[config.mk]
export PLATFORM = sky130hd
export DESIGN_NAME = tx_rx
export DESIGN_NICKNAME = d
export VERILOG_FILES = /design/src/rtl/tx_rx_pkg.sv /design/src/rtl/tx_rx_receiver.sv /design/src/rtl/tx_rx_sender.sv /design/src/rtl/tx_rx.sv
export SDC_FILE = /design/constraint.sdc
export NUM_CORES = 1
export LEC_CHECK = 0
export CAP_MARGIN = 20
export CELL_PAD_IN_SITES_DETAIL_PLACEMENT = 0
export CELL_PAD_IN_SITES_GLOBAL_PLACEMENT = 1
export CORE_MARGIN = 4
export CORE_UTILIZATION = 30
export CTS_CLUSTER_DIAMETER = 100
export DETAILED_ROUTE_END_ITERATION = 8
export GPL_TIMING_DRIVEN = 0
export HOLD_SLACK_MARGIN = 0.05
export PLACE_DENSITY_LB_ADDON = 0.1
export SLEW_MARGIN = 25
export SYNTH_ARGS = -nofsm -noshare
export SYNTH_HDL_FRONTEND = slang
export SYNTH_SLANG_ARGS = --single-unit
[constraint.sdc]
create_clock -name clk -period 1.2 [get_ports clk]
set_input_delay 0.36 -clock clk [delete_from_list [all_inputs] [get_ports clk]]
set_output_delay 0.36 -clock clk [all_outputs]
set_load 0.005 [all_outputs]
[src/rtl/tx_rx_pkg.sv]
// Shared types and constants for the tx_rx loopback link.
// Holds the sender state encoding and the pattern ROM contents.
package tx_rx_pkg;

  localparam int DATA_W_DEF = 8;
  localparam int DEPTH_DEF  = 16;

  typedef enum logic [1:0] {
    IDLE = 2'd0,
    SEND = 2'd1,
    DONE = 2'd2
  } tx_state_t;

  // Pattern word i is i*0x11; callers truncate to their data width.
  function automatic logic [31:0] rom_word(input logic [31:0] i);
    return i * 32'h11;
  endfunction

endpackage

[src/rtl/tx_rx_receiver.sv]
// Accepts one word per handshake and stores it at an incrementing RAM address.
// RAM contents survive reset; only the control state is cleared.
module tx_rx_receiver
  import tx_rx_pkg::*;
#(
  parameter int DATA_W = DATA_W_DEF,
  parameter int DEPTH  = DEPTH_DEF,
  parameter int ADDR_W = $clog2(DEPTH)
) (
  input  logic              clk,
  input  logic              rst_n,
  input  logic              tx_valid,
  input  logic [DATA_W-1:0] tx_data,
  output logic              rx_ready,
  output logic              rx_finish
);

  logic [ADDR_W-1:0] addr;
  logic              inc;
  logic              last;
  logic [DATA_W-1:0] mem [0:DEPTH-1];

  assign inc  = tx_valid && rx_ready;
  assign last = (addr == ADDR_W'(DEPTH - 1));

  always_ff @(posedge clk) begin
    if (!rst_n) begin
      rx_ready  <= 1'b0;
      rx_finish <= 1'b0;
      addr      <= '0;
    end else if (inc) begin
      if (last) begin
        rx_finish <= 1'b1;
        rx_ready  <= 1'b0;
        addr      <= '0;
      end else begin
        addr <= addr + 1'b1;
      end
    end else if (!rx_finish) begin
      rx_ready <= 1'b1;
    end
  end

  // Gated by rst_n so a word on the bus during the reset edge is not stored.
  always_ff @(posedge clk) begin
    if (rst_n && inc) mem[addr] <= tx_data;
  end

endmodule

[src/rtl/tx_rx_sender.sv]
// Streams DEPTH pattern words over a valid/ready handshake, then parks in DONE.
// The word index is the only datapath state; tx_data is a pure ROM lookup.
module tx_rx_sender
  import tx_rx_pkg::*;
#(
  parameter int DATA_W = DATA_W_DEF,
  parameter int DEPTH  = DEPTH_DEF,
  parameter int ADDR_W = $clog2(DEPTH)
) (
  input  logic              clk,
  input  logic              rst_n,
  input  logic              rx_ready,
  output logic              tx_valid,
  output logic [DATA_W-1:0] tx_data,
  output logic              tx_finish
);

  tx_state_t         state;
  tx_state_t         state_nx;
  logic [ADDR_W-1:0] idx;
  logic              hs;

  assign hs      = tx_valid && rx_ready;
  assign tx_data = DATA_W'(rom_word(32'(idx)));

  always_ff @(posedge clk) begin
    if (!rst_n) begin
      state <= IDLE;
      idx   <= '0;
    end else begin
      state <= state_nx;
      if (hs) idx <= idx + 1'b1;
    end
  end

  always_comb begin
    state_nx  = state;
    tx_valid  = 1'b0;
    tx_finish = 1'b0;
    case (state)
      IDLE: state_nx = SEND;
      SEND: begin
        tx_valid = 1'b1;
        if (rx_ready && idx == ADDR_W'(DEPTH - 1)) state_nx = DONE;
      end
      DONE: tx_finish = 1'b1;
      default: state_nx = IDLE;
    endcase
  end

endmodule

[src/rtl/tx_rx.sv]
// Loopback link top: sender u_tx feeds receiver u_rx; wiring only.
module tx_rx
  import tx_rx_pkg::*;
#(
  parameter int DATA_W = DATA_W_DEF,
  parameter int DEPTH  = DEPTH_DEF
) (
  input  logic clk,
  input  logic rst_n,
  output logic tx_finish,
  output logic rx_finish
);

  localparam int ADDR_W = $clog2(DEPTH);

  logic              tx_valid;
  logic [DATA_W-1:0] tx_data;
  logic              rx_ready;

  tx_rx_sender #(
    .DATA_W (DATA_W),
    .DEPTH  (DEPTH),
    .ADDR_W (ADDR_W)
  ) u_tx (
    .clk       (clk),
    .rst_n     (rst_n),
    .rx_ready  (rx_ready),
    .tx_valid  (tx_valid),
    .tx_data   (tx_data),
    .tx_finish (tx_finish)
  );

  tx_rx_receiver #(
    .DATA_W (DATA_W),
    .DEPTH  (DEPTH),
    .ADDR_W (ADDR_W)
  ) u_rx (
    .clk       (clk),
    .rst_n     (rst_n),
    .tx_valid  (tx_valid),
    .tx_data   (tx_data),
    .rx_ready  (rx_ready),
    .rx_finish (rx_finish)
  );

endmodule

======== After elaboration in Yosys (flattened, before gate mapping) ========
Index checks and enable logic that the tools add are counted.
storage, ports and cells
  input bits .............................. 2
  bits in registers ....................... 12
cells by class
  add/sub/neg operators ................... 2
  multiplexer cells ....................... 8
  bitwise gates (word level) .............. 1
  reductions and logical operators ........ 6
  eq/ne operators ......................... 7
operators by type and width
  operator                                                number
  adder 4 x 1 -> 4 bit (second input constant)            2
  equality test 4 bit (second input constant)             2
  one-hot mux 2 bit (3 select lines)                      1
  AND reduction 2 bit                                     3
  2-to-1 mux 1 bit                                        5
  2-to-1 mux 4 bit                                        1
  inequality test 2 bit (second input constant)           2
  equality test 2 x 1 -> 1 bit (second input constant)    1
  equality test 2 bit (second input constant)             1
  logical AND 1 bit                                       2
  logical NOT 2 bit                                       1
  2-to-1 mux 2 bit                                        1
  inequality test 2 x 1 -> 1 bit (second input constant)  1
  NOT 1 bit                                               1

======== Logic depth before layout (Yosys ltp) ========
  depth after elaboration ................. 5
  mapped depth ............................ 4

======== Modules after synthesis ========
A second synthesis with hierarchy kept.
unflattened totals
  cell total of the unflattened synthesis .. 57
  area, all modules ....................... 551.8 um2
by module, submodules not included
  module          sequential area each (um2)  cells each  area an instance (um2)  times used
  tx_rx_sender    120.1                       31          305.3                   1
  tx_rx_receiver  120.1                       26          246.5                   1

======== Worst setup path after synthesis ========
OpenSTA, ideal clock, no wires.
  kind .................................... register to register
  start point ............................. register u_rx.addr[0]
  end point ............................... register u_rx.addr[0]
  arrival time ............................ 1.060 ns
  cell stages (with the launch flop) ...... 5
  required time ........................... 1.130 ns
  buffers on the path ..................... 0
  path slack .............................. 0.070 ns
  cell sequence ........................... dfxtp_1 > ha_1 > nand3_1 > or3b_1 > a21boi_1
between the ends
  longest elaborated chain between the ends .. 2
  elaborated cells between the ends (all ways) .. 3
  those cells by class .................... add/sub (1); eq/ne (1); mux (1)
RTL lines
  element                                                             line                                        source
  from (decl)                                                         tx_rx_receiver.sv:18                        logic [ADDR_W-1:0] addr;
  from (signal assigned)                                              tx_rx_receiver.sv:37                        addr <= addr + 1'b1;
  adder 4 x 1 -> 4 bit / equality test 4 bit (equally long branches)  tx_rx_receiver.sv:37, tx_rx_receiver.sv:24
  2-to-1 mux 4 bit (*)                                                tx_rx_receiver.sv:32                        if (last) begin
Mark *: on every way between the ends. The rest lies on a longest branch, timed or not.
A chain may end at the register's enable or synchronous reset.

======== Worst setup path in the final report ========
  start point ............................. register u_tx.state[0]
  end point ............................... output tx_finish
between the ends
  longest elaborated chain between the ends .. 2
RTL lines
  element                 line                source
  from (decl)             tx_rx_sender.sv:18  tx_state_t state;
  from (signal assigned)  tx_rx_sender.sv:31  state <= state_nx;
  equality test 2 bit     tx_rx_sender.sv:40  case (state)
  2-to-1 mux 1 bit        tx_rx_sender.sv:40
  to (decl)               tx_rx.sv:10         output logic tx_finish,
Every way passes these cells.

==> summary.txt <==
Global route
  • Total GRT Usage: 0.0858
  • Initial antenna violation count: 0
  • First-pass GRT wire length: 1.58 mm
  • Number of global-route vias before repair: 371
  • Overflow after GRT: 0
  • Largest net degree at the start of global routing: 11

Layout
  • Proportion of layout cells with a drive suffix above 1: 0.358
  • Non-filler instance count after layout: 91
  • N_diodes: 0
  • Commonest non-fill, non-tap cell in the layout: buf_4
  • Area grow syn2layout: 32.5%
  • Layout Nets: 73
  • Most frequent cells in the layout: 7 x buf_4, 6 x dfxtp_1, 4 x nor2_1, 4 x nand4b_1, 4 x dfxtp_2

Pwr
  • Peak supply drop: 0.480 mV
  • Clock Power Share: 0.338
  • Switch share: 0.235
  • Leak Pwr: 0.279 nW
  • Pwr Total: 0.000731 W
  • Psw: 0.000172 W
  • Seq pwr share: 0.579
  • Combinational Power Share: 0.082
  • Cell Pwr Density: 1040 mW/mm2
  • Cell internal pwr: 0.000559 W

Worst hold path
  • Hold Crit Depth: 1
  • Hold Crit Class: flop to flop

Clock tree
  • Total CTS buffers: 3
  • Root buffer cell: clkbuf_4
  • Worst skew pair latency: 0.27 ns
  • CTS max path bufs: 2
  • H-tree levels: 1
  • Sink Count: 12
  • TritonCTS clock tree: built
  • Reg clk slew, reported paths: 0.08 ns

Timing
  • Achievable Freq: 786 MHz
  • Least-Margin Pin Slew: 0.180 ns
  • Setup ws final: -0.0720 ns
  • Max transition margin: 0.880
  • Worst Skew: 0.00557 ns
  • Fin crit period: 1.27 ns
  • Period Utilization, post-route: 1.06
  • Final setup viols: 1
  • Max Transition Viols Final: 0
  • Final Hold Viols: 0
  • RSZ-0062 raised after global routing: yes

Synth
  • Synth area leader: dfxtp_1
  • Mapped Area: 531 um2
  • Mapped Avg Cell Area: 10.0 um2
  • Seq/Total Area, Yosys: 0.453
  • Synthesized instance count: 53
  • Syn_nets: 57
  • Synth area leaders: dfxtp_1 45%, nand4b_1 6.6%, xnor2_1 5.0%, ha_1 4.7%, mux2i_1 3.8%
  • Synth unique cells: 22
  • Post-synthesis register bit count: 12
  • Synth top area share: 0.453
  • Synth warnings: 0

Setup path
  • Crit path max-delay cell type: dfxtp_4
  • Critical Path RT: 0.84 ns
  • Top Family by Delay on Critical Path: flip-flops
  • WS Path Type: flop to output port
  • Crit path buffers/inverters: 1
  • Reg-to-reg setup timing slack: 0.03 ns
  • CP Cell Sequence: and2b_1 > buf_2
  • Critical path fanouts, max: 2
  • Arr. time, crit path: 0.91 ns
  • Max stage delay on crit path: 0.34 ns
  • Worst path depth: 2
  • Path depth of the worst reg2reg path: 4
  • CP Capture Type: output port
  • Startpoint Class: flop

Die
  • Die width: 50.1 um
  • Die span in y: 50.1 um
  • I/O pin count: 4
  • Die area: 0.00251 mm2
  • Row cnt: 14
  • Core area: 0.00159 mm2
  • Initial Util: 0.333

Routing
  • Routed WL: 1.04 mm
  • Remaining DRCs: 0
  • Pre-antenna DRT Iters: 3
  • Met1 wire length: 519 um
  • Top sig layer: met3
  • Met3 WL: 37 um
  • Routed length per instance: 11.4 um
  • DR vias/cell: 4.76
  • DR iter-0 viols: 7
  • ANT nets after route: 0
  • Via count: 433
  • Met2 WL: 477 um

Placement
  • Pre-CTS setup slack: -0.377 ns
  • Inst Count DP: 80
  • Post-DP HPWL: 648 um
  • Port bufs: 3
  • Final Wtd Congestion: 0.725

Outcome
  • Status: finished, violations left
  • Failing checks: setup timing

Run
  • Max Cap Viol: 0
==> power groups by stage <==
stage	sequential [W]	combinational, W	clock (W)
2_1_floorplan	0.000431	0.0000312	0
3_3_place_gp	0.000434	0.0000420	0
3_5_place_dp	0.000434	0.0000417	0
4_1_cts	0.000422	0.0000480	0.000263
5_1_grt	0.000425	0.0000692	0.000290
6_report	0.000423	0.0000603	0.000247
==> cells in the mapped netlist <==
master and n:
dfxtp_1 12, nand4b_1 4, nor2_1 4, and2_1 3
nand3_1 3, o21ai_0 3, xnor2_1 3, a21boi_1 2
ha_1 2, mux2i_1 2, nand2_1 2, nor2b_1 2
o21a_1 2, a21oi_1 1, and2b_1 1, clkbuf_1 1
inv_1 1, nand3b_4 1, nor3b_1 1, o211ai_1 1
or3_1 1, or3b_1 1
==> path summary, 6_finish.rpt <==
path / start / to
max: u_tx.state[0]$_SDFFE_PN0P_ / tx_finish
max reg2reg: u_tx.state[0]$_SDFFE_PN0P_ / u_rx.addr[0]$_SDFFE_PN0P_
min reg2reg: u_rx.rx_finish$_SDFFE_PN0P_ / u_rx.rx_finish$_SDFFE_PN0P_
min: u_rx.rx_finish$_SDFFE_PN0P_ / u_rx.rx_finish$_SDFFE_PN0P_
==> state kept, by name (all words and copies together), names as in the netlist <==
| signal | cells |
|---|---|
| u_rx.rx_ready | 1 |
| u_rx.rx_finish | 1 |
| u_rx.addr | 4 |
| u_tx.state | 2 |
| u_tx.idx | 4 |
==> cell families after synthesis <==
family,count (synthesis),synth area share
DFF,12,0.453
buffers and inverters,2,0.0141
and+or+nand+nor,23,0.290
AOI/OAI and AO/OA,9,0.108
muxes,2,0.0377
xor gates and xnor gates,3,0.0495
adders and majority gates,2,0.0472
==> stage by stage <==
stage	hold WS (ns)	cell area [um2]	setup TNS [ns]	utilization
after global placement	0.476	591	-3.51	0.370
final	0.473	703	-0.0720	0.441
after CTS	0.458	641	-0.0820	0.402
after detailed placement	0.483	591	-3.39	0.370
after floorplan	0.453	531	0	-
after global routing	0.495	703	-0.173	0.441
==> repair_timing <==
action                                  CTS  global route
endpoints found under the setup margin   11             4
resized for setup                        15             5
setup buffers                             2             5
hold endpoints to repair                  0             0
pin swaps                                 0             2
gates cloned                              0             1
hold buffers                              0             0
==> per-layer routing <==
metal | track usage | up-vias
li1 | - | 221
met1 | 0.102 | 209
met2 | 0.122 | 3
met3 | 0.0572 | 0
met4 | 0.0276 | 0
met5 | 0 | -
==> final cells by class <==
type	count	area (um2)
plain buffers	1	5.00
clock buffers	3	22.5
fillers	167	891
inverters	1	3.75
multi-input cells	40	317
flip-flops and latches	12	253
well taps	24	30.0
repair buffers	10	72.6
No activity file was read; power rests on OpenSTA's default activity.
